`src/rtl/fir_pkg.sv`:
```
// Shared widths, tap-select encodings and saturation helpers for the FIR arithmetic stage.
package fir_pkg;

  localparam int DATA_W_DEF = 8;
  localparam int COEF_W_DEF = 8;
  localparam int ACC_W_DEF  = 20;
  localparam int OUT_W_DEF  = 12;
  localparam int NUM_TAPS   = 4;

  typedef enum logic [1:0] {
    SEL_T0 = 2'b00,
    SEL_T1 = 2'b01,
    SEL_T2 = 2'b10,
    SEL_T3 = 2'b11
  } tap_sel_e;

  function automatic int sat_max(input int out_w);
    return (1 << (out_w - 1)) - 1;
  endfunction

  function automatic int sat_min(input int out_w);
    return -(1 << (out_w - 1));
  endfunction

  localparam int SAT_MAX_DEF = sat_max(OUT_W_DEF);
  localparam int SAT_MIN_DEF = sat_min(OUT_W_DEF);

endpackage

```
`src/rtl/fir_tap_line.sv`:
```
// Four-deep sample delay line with x_ld rising-edge detect and a saturating fill count.
module fir_tap_line
  import fir_pkg::*;
#(
  parameter int DATA_W = DATA_W_DEF
) (
  input  logic                     clk,
  input  logic                     reset,
  input  logic signed [DATA_W-1:0] x_in,
  input  logic                     x_ld,
  output logic signed [DATA_W-1:0] tap0,
  output logic signed [DATA_W-1:0] tap1,
  output logic signed [DATA_W-1:0] tap2,
  output logic signed [DATA_W-1:0] tap3,
  output logic                     full
);

  localparam int FILL_W = $clog2(NUM_TAPS + 1);

  logic              x_ld_q;
  logic              shift_en;
  logic [FILL_W-1:0] fill;

  // A held x_ld level shifts only once.
  assign shift_en = x_ld & ~x_ld_q;
  assign full     = (fill == FILL_W'(NUM_TAPS));

  always_ff @(posedge clk or posedge reset) begin
    if (reset) begin
      x_ld_q <= 1'b0;
      fill   <= '0;
      tap0   <= '0;
      tap1   <= '0;
      tap2   <= '0;
      tap3   <= '0;
    end else begin
      x_ld_q <= x_ld;
      if (shift_en) begin
        tap3 <= tap2;
        tap2 <= tap1;
        tap1 <= tap0;
        tap0 <= x_in;
        if (!full) fill <= fill + FILL_W'(1);
      end
    end
  end

endmodule

```
`src/rtl/fir_datapath.sv`:
```
// 4-tap signed FIR MAC stage: one multiply-accumulate per strobe, saturated registered commit.
module fir_datapath
  import fir_pkg::*;
#(
  parameter int                 DATA_W = DATA_W_DEF,
  parameter int                 COEF_W = COEF_W_DEF,
  parameter int                 ACC_W  = ACC_W_DEF,
  parameter int                 OUT_W  = OUT_W_DEF,
  parameter logic signed [COEF_W-1:0] C0 = 8'sd1,
  parameter logic signed [COEF_W-1:0] C1 = 8'sd2,
  parameter logic signed [COEF_W-1:0] C2 = 8'sd2,
  parameter logic signed [COEF_W-1:0] C3 = 8'sd1
) (
  input  logic                     clk,
  input  logic                     reset,
  input  logic signed [DATA_W-1:0] x_in,
  input  logic                     x_ld,
  input  logic                     sum_ld,
  input  logic                     sum_clr,
  input  logic                     y_ld,
  input  logic [1:0]               mult_sel,
  output logic signed [OUT_W-1:0]  y_out,
  output logic                     y_valid,
  output logic                     sat_flag
);

  localparam int PROD_W = DATA_W + COEF_W;
  localparam logic signed [ACC_W-1:0] SAT_HI = ACC_W'(sat_max(OUT_W));
  localparam logic signed [ACC_W-1:0] SAT_LO = ACC_W'(sat_min(OUT_W));

  logic signed [DATA_W-1:0] tap0, tap1, tap2, tap3;
  logic                     full;
  tap_sel_e                 sel;
  logic signed [DATA_W-1:0] tap_m;
  logic signed [COEF_W-1:0] coef_m;
  logic signed [PROD_W-1:0] prod_full;
  logic signed [ACC_W-1:0]  product;
  logic signed [ACC_W-1:0]  acc;
  logic signed [OUT_W-1:0]  y_sat;
  logic                     clamp;

  fir_tap_line #(
    .DATA_W (DATA_W)
  ) u_tap_line (
    .clk   (clk),
    .reset (reset),
    .x_in  (x_in),
    .x_ld  (x_ld),
    .tap0  (tap0),
    .tap1  (tap1),
    .tap2  (tap2),
    .tap3  (tap3),
    .full  (full)
  );

  assign sel = tap_sel_e'(mult_sel);

  // Taps are the registered values, so a same-cycle shift never reaches the product.
  always_comb begin
    tap_m  = tap0;
    coef_m = C0;
    unique case (sel)
      SEL_T0: begin tap_m = tap0; coef_m = C0; end
      SEL_T1: begin tap_m = tap1; coef_m = C1; end
      SEL_T2: begin tap_m = tap2; coef_m = C2; end
      SEL_T3: begin tap_m = tap3; coef_m = C3; end
      default: begin tap_m = tap0; coef_m = C0; end
    endcase
  end

  assign prod_full = tap_m * coef_m;
  assign product   = {{(ACC_W - PROD_W){prod_full[PROD_W-1]}}, prod_full};

  always_comb begin
    y_sat = acc[OUT_W-1:0];
    clamp = 1'b0;
    if (acc > SAT_HI) begin
      y_sat = SAT_HI[OUT_W-1:0];
      clamp = 1'b1;
    end else if (acc < SAT_LO) begin
      y_sat = SAT_LO[OUT_W-1:0];
      clamp = 1'b1;
    end
  end

  always_ff @(posedge clk or posedge reset) begin
    if (reset) begin
      acc      <= '0;
      y_out    <= '0;
      y_valid  <= 1'b0;
      sat_flag <= 1'b0;
    end else begin
      if (sum_clr)              acc <= '0;
      else if (y_ld && sum_ld)  acc <= product;
      else if (y_ld)            acc <= '0;
      else if (sum_ld)          acc <= acc + product;

      // Commit uses the pre-update acc and still happens alongside sum_clr.
      if (y_ld) y_out <= y_sat;
      y_valid <= y_ld & full;

      if (sum_clr)             sat_flag <= 1'b0;
      else if (y_ld && clamp)  sat_flag <= 1'b1;
    end
  end

endmodule
```
`config.mk`:
```
export PLATFORM = sky130hd
export DESIGN_NAME = fir_datapath
export DESIGN_NICKNAME = d
export VERILOG_FILES = /design/src/rtl/fir_pkg.sv /design/src/rtl/fir_tap_line.sv /design/src/rtl/fir_datapath.sv
export SDC_FILE = /design/constraint.sdc
export NUM_CORES = 1
export LEC_CHECK = 0
export ABC_CLOCK_PERIOD_IN_PS = 3800
export CAP_MARGIN = 20
export CORE_AREA = 2 2 95 97
export CTS_CLUSTER_SIZE = 30
export DETAILED_ROUTE_END_ITERATION = 10
export DIE_AREA = 0 0 97 99
export HOLD_SLACK_MARGIN = 0.02
export PLACE_DENSITY = 0.75
export SETUP_SLACK_MARGIN = 0.02
export SYNTH_ARGS = -nofsm -noshare
export SYNTH_HDL_FRONTEND = slang
export SYNTH_SLANG_ARGS = --single-unit
```
`constraint.sdc`:
```
create_clock -name clk -period 3.8 [get_ports clk]
set_input_delay 0.76 -clock clk [delete_from_list [all_inputs] [get_ports clk]]
set_output_delay 0.76 -clock clk [all_outputs]
set_load 0.01 [all_outputs]
```
==> flow_metrics.py <==
metrics = {
    "run_status": {
        "outcome": "complete, but fails checks",
        "violations": "setup timing",
    },
    "detailed_routing": {
        "first_pass_iters": 7,
        "drtAntennaViolNets": 0,
        "wl_per_cell_um": 16.3,
        "vias": 4351,
        "drc": 0,
        "via_per_inst": 5.76,
        "routed_wl_mm": 12.3,
        "drtIter0Drc": 306,
    },
    "clock_tree": {
        "cts.sinks": 70,
        "cts_made_buffers": 9,
        "path_clk_slew_ns": 0.08,
        "clockBufferDepth": 2,
        "clk-insertion-delay-late_ns": 0.36,
        "htreeDepth": 3,
        "cts_tree": "done",
        "hold_buffers": 0,
        "cts-root-buf": "clkbuf_8",
    },
    "logic_synthesis": {
        "synth_compound_area_frac": 0.181,
        "synth_area_leaders": "dfrtp_1 (39%), nand2_1 (9.9%), ha_1 (9.1%), o21ai_0 (3.5%), a21oi_1 (3.1%)",
        "synth_top_family_by_area": "simple AND/OR/NAND/NOR gates",
        "synth-xor-area-share": 0.0329,
        "synthAdderAreaFrac": 0.100,
        "synth_top_area_share": 0.388,
        "yosys.area.top_type": "dfrtp_1",
        "ys.flop_type": "dfrtp_1",
        "synth_edf_count": 0,
        "ys_warn_count": 0,
        "synthArstFlopShare": 1.00,
        "synth-seq-cells": 70,
        "synth_simple_gate_area_frac": 0.199,
        "synth_area_sq_um": 4520,
        "syn_area_per_cell_sq_um": 8.54,
        "synthMuxAreaShare": 0.0465,
        "netlist_instances": 529,
        "yosysSeqAreaShare": 0.388,
        "ys_types": 57,
    },
    "timing": {
        "finalCritPeriodShare": 1.14,
        "drv_slew": 0,
        "rsz0062_at_grt": "yes",
        "fmax_ghz": 0.231,
        "max-slew-margin-rel": 0.391,
        "finalSetupViolations": 12,
        "whs_ns": 0.484,
        "skew_ns": 0.0136,
        "final-hold-violation-count": 0,
        "fin_ws_ns": -0.529,
        "min_period_ns": 4.33,
        "worst_pin_slew_ns": 0.910,
    },
    "power_and_ir_drop": {
        "combPwrFrac": 0.462,
        "seq_power_share": 0.342,
        "p_sw_frac": 0.363,
        "powerDensity_nw_per_um2": 471,
        "p_int_mw": 1.88,
        "p_leak_nw": 2.98,
        "clkPwrFrac": 0.196,
        "switchingPower_mw": 1.07,
        "irDropWorstVdd_uv": 311,
    },
    "global_routing": {
        "grt_max_degree": 71,
        "grt_pass1_vias": 4254,
        "overflow": 0,
        "antenna_found_initial": 0,
        "grt_pass1_wl_mm": 19.6,
        "track_usage": 0.248,
    },
    "floorplan": {
        "die_x_um": 97,
        "rows": 34,
        "die_h_um": 99,
        "start_util": 0.529,
        "dieArea_sq_um": 9600,
        "ios": 30,
        "fp.coreArea_sq_um": 8550,
    },
    "worst_hold_path": {
        "hold_class": "register to register",
        "min_from": "u_tap_line.tap3[0]",
    },
    "layout": {
        "final_cell_mix": "nand2_1 (115), buf_4 (88), dfrtp_1 (70)",
        "final_util": 0.732,
        "final_common_cell": "nand2_1",
        "fin_nets": 693,
        "layout-area-overhead-vs-synth_pct": 38.5,
        "antenna_cells": 0,
        "final_layout_size_suffix_gt1_frac": 0.289,
    },
    "setup_path": {
        "crit_required_ns": 4.05,
        "worstPathMaxFanout": 3,
        "r2r_start": "u_tap_line.tap3[7]",
        "endpoint_kind": "register",
        "crit_path_start_kind": "input pin",
        "cp.arrival_ns": 4.58,
        "setup.worst_path.class": "input pin to register",
        "critPathLaunch": "mult_sel[1]",
    },
    "placement": {
        "hpwlAfterDp_mm": 8.22,
        "io_buffers": 29,
        "gp_congestion": 0.923,
    },
    "run": {
        "max_cap_violations": 0,
    },
}
## worst paths after layout
kind,end,slack [ns],depth (start not counted)
worst max-delay path,acc[19],-0.53,18
worst min-delay path,u_tap_line.tap3[0],0.48,2
worst max register to register,acc[19],-0.25,16
worst min register to register,u_tap_line.tap3[0],0.48,2
max in group asynchronous,u_tap_line.fill[2],2.70,3
min in group asynchronous,y_out[2],0.80,3
## repair_timing
item | 4_1_cts | 5_1_grt
setup buffers | 3 | 9
pin swaps | 30 | 34
resized for setup | 37 | 34
endpoints found under the setup margin | 17 | 15
## worst max-delay path: stages
cell	delay (ns)
buf_8	0.11
ha_4	0.15
a222oi_1	0.33
mux2i_1	0.15
and2_4	0.19
fa_1	0.54
inv_2	0.06
ha_4	0.26
xor2_4	0.16
ha_4	0.29
o21ai_4	0.07
o211ai_1	0.16
o211ai_1	0.16
o311ai_2	0.44
o41ai_4	0.15
nor4bb_2	0.32
nor3_2	0.08
a31oi_1	0.18
## registers in the layout (all words and copies together), names as in the netlist
signal	cells
acc	20
y_out	12
u_tap_line.tap0	8
u_tap_line.tap1	8
u_tap_line.tap2	8
u_tap_line.tap3	8
u_tap_line.fill	3
sat_flag	1
u_tap_line.x_ld_q	1
y_valid	1
## kinds of logic after synthesis
family	Yosys count
other cells	2
flops	70
compound gates	125
fa+ha+maj	35
xor+xnor	17
mux	19
simple gates	200
buf+inv	61
## through the flow
stage / TNS, ns / setup WS, ns / power (mW) / instance area [sq um] / std cells
floorplan: -5.84 / -1.02 / 1.68 / 4690 / 532
CTS: -2.10 / -0.366 / 2.84 / 6010 / 748
finish: -2.62 / -0.529 / 2.95 / 6260 / 755
global route: -4.60 / -0.744 / 3.13 / 6260 / 755
detailed placement: -17.37 / -1.45 / 2.18 / 5650 / 729
global placement: -15.41 / -1.32 / 2.11 / 5650 / 729
## cell usage after synthesis (4+ instances only)
| master | count |
|---|---|
| nand3_1 | 8 |
| a21oi_1 | 28 |
| nor2_1 | 29 |
| a21o_1 | 7 |
| a222oi_1 | 8 |
| nand2_1 | 119 |
| xnor2_1 | 8 |
| nor2b_1 | 9 |
| o21ai_0 | 32 |
| xor2_1 | 9 |
| nand3b_1 | 8 |
| mux2i_1 | 12 |
| o211ai_1 | 14 |
| a31oi_1 | 10 |
| nor3_1 | 4 |
| ha_1 | 33 |
| inv_1 | 35 |
| clkbuf_1 | 21 |
| mux2_2 | 5 |
| dfrtp_1 | 70 |
## power by group through the flow
stage | Clock [mW] | Combinational [mW] | Sequential (mW)
floorplan | 0 | 0.667 | 1.02
global placement | 0 | 1.11 | 1.01
detailed placement | 0 | 1.16 | 1.02
CTS | 0.581 | 1.26 | 1.01
global route | 0.622 | 1.48 | 1.03
finish | 0.577 | 1.36 | 1.01
## per-layer routing
metal / up-vias / global-route usage / routed length (um)
met1: 2132 / 0.313 / 5230
met4: 0 / 0.0726 / 197
li1: 2054 / - / -
met2: 143 / 0.437 / 6300
met3: 22 / 0.0475 / 556
met5: - / 0 / 0
## layout make-up
class / count / area, sq um
Fill cell: 573 / 2290
Sequential cell: 70 / 1750
Clock inverter: 5 / 33.8
Timing Repair Buffer: 124 / 1060
Tap cell: 108 / 135
Multi-Input combinational cell: 401 / 2980
Inverter: 36 / 138
Clock buffer: 11 / 151
Power figures use the tool's default switching activity.
